==> config.mk <==
export PLATFORM = sky130hd
export DESIGN_NAME = mac_operand_feeder
export DESIGN_NICKNAME = d
export VERILOG_FILES = /design/src/rtl/mac_pkg.sv /design/src/rtl/op_fifo.sv /design/src/rtl/mac_operand_feeder.sv
export SDC_FILE = /design/constraint.sdc
export NUM_CORES = 1
export LEC_CHECK = 0
export ABC_CLOCK_PERIOD_IN_PS = 7500
export CAP_MARGIN = 10
export CORE_MARGIN = 8
export CORE_UTILIZATION = 65
export CTS_BUF_LIST = sky130_fd_sc_hd__clkbuf_8
export DETAILED_ROUTE_END_ITERATION = 7
export PLACE_DENSITY = 0.86
export SLEW_MARGIN = 5
export SYNTH_ARGS = -nofsm -noshare
export SYNTH_HDL_FRONTEND = slang
export SYNTH_HIERARCHICAL = 1
export SYNTH_SLANG_ARGS = --single-unit
==> constraint.sdc <==
create_clock -name clk -period 7.5 [get_ports clk]
set_clock_uncertainty 0.1 [all_clocks]
set_input_delay 1.875 -clock clk [delete_from_list [all_inputs] [get_ports clk]]
set_output_delay 1.875 -clock clk [all_outputs]
set_load 0.05 [all_outputs]
==> src/rtl/mac_pkg.sv <==
// Shared definitions for the MAC datapath: feeder FSM states and the default
// operand geometry that the feeder and the MAC accumulator both build from.
package mac_pkg;

  localparam int MAC_DATA_WIDTH = 8;
  localparam int MAC_DEPTH      = 8;

  typedef enum logic [1:0] {
    IDLE   = 2'd0,
    CLEAR  = 2'd1,
    STREAM = 2'd2,
    FINISH = 2'd3
  } feeder_state_e;

endpackage

==> src/rtl/op_fifo.sv <==
// Single-clock operand FIFO. rd_data is a register that carries the popped
// entry for the one cycle after a pop and is zero otherwise.
module op_fifo #(
  parameter int DATA_WIDTH = 8,
  parameter int DEPTH      = 8
) (
  input  logic                         clk,
  input  logic                         rst_n,
  input  logic                         wr_en,
  input  logic [DATA_WIDTH-1:0]        wr_data,
  input  logic                         rd_en,
  output logic [DATA_WIDTH-1:0]        rd_data,
  output logic                         full,
  output logic                         empty,
  output logic [$clog2(DEPTH+1)-1:0]   count
);

  localparam int PTR_W = $clog2(DEPTH);
  localparam int CNT_W = $clog2(DEPTH+1);

  logic [DATA_WIDTH-1:0] mem_r [DEPTH];
  logic [PTR_W-1:0]      wr_ptr_r;
  logic [PTR_W-1:0]      rd_ptr_r;
  logic [CNT_W-1:0]      count_r;
  logic [DATA_WIDTH-1:0] rd_data_r;
  logic                  do_wr_s;
  logic                  do_rd_s;

  assign do_wr_s = wr_en && (count_r != CNT_W'(DEPTH));
  assign do_rd_s = rd_en && (count_r != '0);

  // storage array, no reset needed since the pointers define validity
  always_ff @(posedge clk) begin
    if (do_wr_s) begin
      mem_r[wr_ptr_r] <= wr_data;
    end else begin
      mem_r[wr_ptr_r] <= mem_r[wr_ptr_r];
    end
  end

  // pointers, occupancy and the zero-when-idle read register
  always_ff @(posedge clk or negedge rst_n) begin
    if (!rst_n) begin
      wr_ptr_r  <= '0;
      rd_ptr_r  <= '0;
      count_r   <= '0;
      rd_data_r <= '0;
    end else begin
      if (do_wr_s) begin
        wr_ptr_r <= wr_ptr_r + PTR_W'(1);
      end else begin
        wr_ptr_r <= wr_ptr_r;
      end
      if (do_rd_s) begin
        rd_ptr_r  <= rd_ptr_r + PTR_W'(1);
        rd_data_r <= mem_r[rd_ptr_r];
      end else begin
        rd_ptr_r  <= rd_ptr_r;
        rd_data_r <= '0;
      end
      case ({do_wr_s, do_rd_s})
        2'b10:   count_r <= count_r + CNT_W'(1);
        2'b01:   count_r <= count_r - CNT_W'(1);
        default: count_r <= count_r;
      endcase
    end
  end

  assign rd_data = rd_data_r;
  assign count   = count_r;
  assign full    = (count_r == CNT_W'(DEPTH));
  assign empty   = (count_r == '0);

endmodule

==> src/rtl/mac_operand_feeder.sv <==
// Operand feeder in front of the MAC: buffers A/B operands, then on start
// issues a clear followed by one enabled operand pair per cycle and a done pulse.
module mac_operand_feeder
  import mac_pkg::*;
#(
  parameter int DATA_WIDTH = MAC_DATA_WIDTH,
  parameter int DEPTH      = MAC_DEPTH
) (
  input  logic                  clk,
  input  logic                  rst_n,
  input  logic                  a_wr_en,
  input  logic [DATA_WIDTH-1:0] a_wr_data,
  input  logic                  b_wr_en,
  input  logic [DATA_WIDTH-1:0] b_wr_data,
  input  logic                  start,
  output logic                  a_full,
  output logic                  b_full,
  output logic                  a_empty,
  output logic                  b_empty,
  output logic                  busy,
  output logic                  start_err,
  output logic                  mac_clr,
  output logic                  mac_en,
  output logic [DATA_WIDTH-1:0] mac_a,
  output logic [DATA_WIDTH-1:0] mac_b,
  output logic                  done
);

  localparam int CNT_W = $clog2(DEPTH+1);

  feeder_state_e    state_r, state_next_s;
  logic [CNT_W-1:0] remaining_r, remaining_next_s;
  logic [CNT_W-1:0] a_count_s, b_count_s;
  logic             start_ok_s, start_err_s, pop_s, wr_gate_s;
  logic             busy_r, start_err_r, mac_clr_r, mac_en_r, done_r;

  // a write in the same cycle as an accepted start must not change N
  assign wr_gate_s = (state_r == IDLE) && !start_ok_s;

  op_fifo #(.DATA_WIDTH(DATA_WIDTH), .DEPTH(DEPTH)) u_a_fifo (
    .clk     (clk),
    .rst_n   (rst_n),
    .wr_en   (a_wr_en && wr_gate_s),
    .wr_data (a_wr_data),
    .rd_en   (pop_s),
    .rd_data (mac_a),
    .full    (a_full),
    .empty   (a_empty),
    .count   (a_count_s)
  );

  op_fifo #(.DATA_WIDTH(DATA_WIDTH), .DEPTH(DEPTH)) u_b_fifo (
    .clk     (clk),
    .rst_n   (rst_n),
    .wr_en   (b_wr_en && wr_gate_s),
    .wr_data (b_wr_data),
    .rd_en   (pop_s),
    .rd_data (mac_b),
    .full    (b_full),
    .empty   (b_empty),
    .count   (b_count_s)
  );

  // next-state, pop request and start qualification
  always_comb begin
    state_next_s     = state_r;
    remaining_next_s = remaining_r;
    pop_s            = 1'b0;
    start_ok_s       = 1'b0;
    start_err_s      = 1'b0;
    case (state_r)
      IDLE: begin
        if (start) begin
          if (!a_empty && !b_empty && (a_count_s == b_count_s)) begin
            start_ok_s       = 1'b1;
            remaining_next_s = a_count_s;
            state_next_s     = CLEAR;
          end else begin
            start_err_s = 1'b1;
          end
        end else begin
          state_next_s = IDLE;
        end
      end
      CLEAR: begin
        pop_s            = 1'b1;
        remaining_next_s = remaining_r - CNT_W'(1);
        state_next_s     = STREAM;
      end
      STREAM: begin
        if (remaining_r != '0) begin
          pop_s            = 1'b1;
          remaining_next_s = remaining_r - CNT_W'(1);
        end else begin
          state_next_s = FINISH;
        end
      end
      FINISH:  state_next_s = IDLE;
      default: state_next_s = IDLE;
    endcase
  end

  // state and registered control outputs, decoded from the next state
  always_ff @(posedge clk or negedge rst_n) begin
    if (!rst_n) begin
      state_r     <= IDLE;
      remaining_r <= '0;
      busy_r      <= 1'b0;
      start_err_r <= 1'b0;
      mac_clr_r   <= 1'b0;
      mac_en_r    <= 1'b0;
      done_r      <= 1'b0;
    end else begin
      state_r     <= state_next_s;
      remaining_r <= remaining_next_s;
      busy_r      <= (state_next_s != IDLE);
      start_err_r <= start_err_s;
      mac_clr_r   <= (state_next_s == CLEAR);
      mac_en_r    <= pop_s;
      done_r      <= (state_next_s == FINISH);
    end
  end

  assign busy      = busy_r;
  assign start_err = start_err_r;
  assign mac_clr   = mac_clr_r;
  assign mac_en    = mac_en_r;
  assign done      = done_r;

endmodule

==> results.md <==
- Max-Cap Viols: 0
- Drt wl/cell: 20.40 um
- FFs w/ async S/R, synth: between 20% and 30%
- Site Rows: 38
- Starting DRT DRC Count: 252
- Commonest cells in the netlist: 128 x edfxtp_1, 47 x dfrtp_1, 36 x nor2_1
- Placed cell areas: between 7000 and 8000 um^2
- Gpl congestion: 0.7521
- Final Max Tran Viols: 0
- Peak fanout along the critical path: 9
- Post-Syn Instances: about 410
- PwrDens: 418.6 nW/um^2
- Initial antenna violation count: 0
- TNS Setup: 0 ps
- RSZ-0062 raised after global routing: false
- Worst-path clk slew: ~90 ps
- Period utilization: about three fifths
- Sequential-to-total area share from yosys stat: a little over two thirds
- Most used DFF post-synth: edfxtp_1
- Leakage: between 2 and 3 nW
- Die H: 121.1 um
- Hold slack: about 440 ps
- Crit. End Element: primary output
- Final net count: 502
- Library cells used by synthesis: 41
- Hpwl dp: roughly 8.4 mm
- Die width: between 100 and 150 um
- Post-synthesis cell area: just over 7000 um^2
- Worst hold path class: flip-flop to flip-flop
- Clk buf depth: 2
- Crit Path Class: flip-flop to primary output
- TritonRoute pass-1 iters: 5
- First-pass GRT wire length: ~20 mm
- Final WS setup: approximately 3100 ps
- Placed cells: about 580
- Post-CTS setup buffers: 0
- Vias in the first global route: between 3000 and 4000
- Final Critical Period: ~4400 ps
- DRC errors left: 0
- Starting density of the core: between 60% and 70%
- Total routed wirelength: ~13 mm
- Total grt overflow: 0
- Peak supply drop: 0.3075 mV
- Final hold vios: 0
- Final Cell Area: approximately 8100 um^2
- Die area: between 10000 and 15000 um^2
- Top cells by area, synth: edfxtp_1 53%, dfrtp_1 16%, mux4_2 5.6%, mux4_1 5.1%, ha_1 2.8%
- Largest net degree at the start of global routing: 48
- Via density: approximately 5.9
- Share of post-route cells with drive strength above 1: between 10% and 20%
- Synth top area share: between 50% and 60%
- Synth warnings: 6
- Most common cell in the netlist: edfxtp_1
- Vias: between 3000 and 4000
- CTS tree: yes
- CTS Hold Bufs: 0
- Clock Sinks: approximately 180
- Status: finished, final reports clean
- Slew headroom: about 16%
- Final core occ: 74.97%
- Syn Nets: ~450
- Number of setup violations in the final report: 0
- CTS buffer count: 17
- H-tree depth: 4
- Post-synth top area cell: edfxtp_1
- Number of buffers added on ports: between 40 and 50
- Number of synthesized flops with an enable pin: approximately 130
- Post-route ant nets: 0
- Worst skew pair latency: about 460 ps
- Core area: roughly 11000 um^2
- Fmax: 0.2293 GHz
- Non-filler cells, final: about 620
- Worst slew pin tran: around 1300 ps
- Pwr Total: 3.387 mW
- Pre-CTS setup slack: around 2900 ps
- Worst Path Required: between 5000 and 6000 ps
- I/O pin cnt: 46
- Total track usage: a little under a fifth
- Startpoint Class: flip-flop
- Critical Path AT: around 2400 ps
- Diodes inserted: 0
- Mean Syn Cell Area: around 17 um^2
- #FFs+latches synth: roughly 180
- Area grow syn2layout: 12.61%
- CTS Root Cell: clkbuf_8
- Resized Gates After CTS: 0
==> layer usage <==
layer	global-route usage [%]	vias to the layer above	routed length, um	share of wire, %
met1	22.67	1856	5102	40
met4	9.252	0	142	1.1
met3	5.026	18	911	7.2
met5	0	-	0	0
met2	29.60	112	6449	51
li1	-	1667	-	-
==> power breakdown <==
part | leakage [nW] | switching, mW | internal [mW]
logic | 1.01 | 0.712 | 0.575
registers | 1.75 | 0.235 | 1.25
clock network | 0.183 | 0.323 | 0.293
total | 2.95 | 1.27 | 2.12
==> layout by cell type, fill, tap and decap left out, types with 2 or more instances in the layout <==
cell and instances:
nor3_1 8, ha_1 16, clkinv_2 3, inv_1 11, nor4_1 3, nand3b_1 2, xor2_1 8, inv_6 3
a21boi_2 2, o21ai_0 3, mux2_2 2, mux4_2 18, mux4_1 14, clkdlybuf4s50_1 44, nor3b_1 3, o2bb2ai_1 2
nor2b_1 2, nand2b_1 11, clkbuf_8 17, o21ai_1 2, a21oi_1 4, clkinvlp_4 4, and2_1 4, nand3_1 3
nand2_1 30, dfrtp_1 47, xnor2_1 12, mux2i_1 18, nor2_1 36, bufinv_16 2, edfxtp_1 128
==> cells by family after synthesis <==
| kind of cell | Yosys count | synth area share (%) |
|---|---|---|
| buffers and inverters | 23 | 2.159 |
| xor gates and xnor gates | 20 | 2.438 |
| and+or+nand+nor | 105 | 6.843 |
| DFF | 175 | 69.86 |
| muxes | 52 | 13.58 |
| AOI/OAI and AO/OA | 21 | 2.334 |
| adders and majority gates | 16 | 2.786 |
==> worst max-delay path, cell delays in order (launching register included) <==
cell	delay, ps
dfrtp_1	500
nor4_1	530
clkdlybuf4s50_1	910
==> layout make-up <==
| class | count | area, um^2 |
|---|---|---|
| fillers | 624 | 2701 |
| repair buffers | 47 | 470.5 |
| flip-flops and latches | 175 | 5020 |
| well taps | 140 | 175.2 |
| multi-input cells | 214 | 2011 |
| inverters | 10 | 37.54 |
| clock buffers | 17 | 234.0 |
| clock inverters | 15 | 143.9 |
==> registers in the layout (all words and copies together), names as in the netlist <==
signal and flops:
u_b_fifo/wr_ptr_r 3, busy 1, mac_clr 1, u_b_fifo/rd_data 8
u_a_fifo/count 4, mac_en 1, u_b_fifo/count 4, u_b_fifo/mem_r 64
done 1, u_a_fifo/rd_ptr_r 3, u_b_fifo/rd_ptr_r 3, start_err 1
u_a_fifo/rd_data 8, remaining_r 4, u_a_fifo/mem_r 64, state_r 2
u_a_fifo/wr_ptr_r 3
==> path summary, 6_finish.rpt <==
check / start / to / slack (ps) / cells after the start
min reg2reg: remaining_r[3] / remaining_r[3] / 440 / 1
min in group asynchronous: rst_n / remaining_r[3] / 1220 / 1
max: u_a_fifo/count[0] / a_empty / 3140 / 2
max reg2reg: u_a_fifo/count[0] / u_b_fifo/mem_r[1][6] / 3900 / 8
max in group asynchronous: rst_n / u_a_fifo/rd_data[4] / 5570 / 2
min: remaining_r[3] / remaining_r[3] / 440 / 1
No activity file was read; power rests on OpenSTA's default activity.
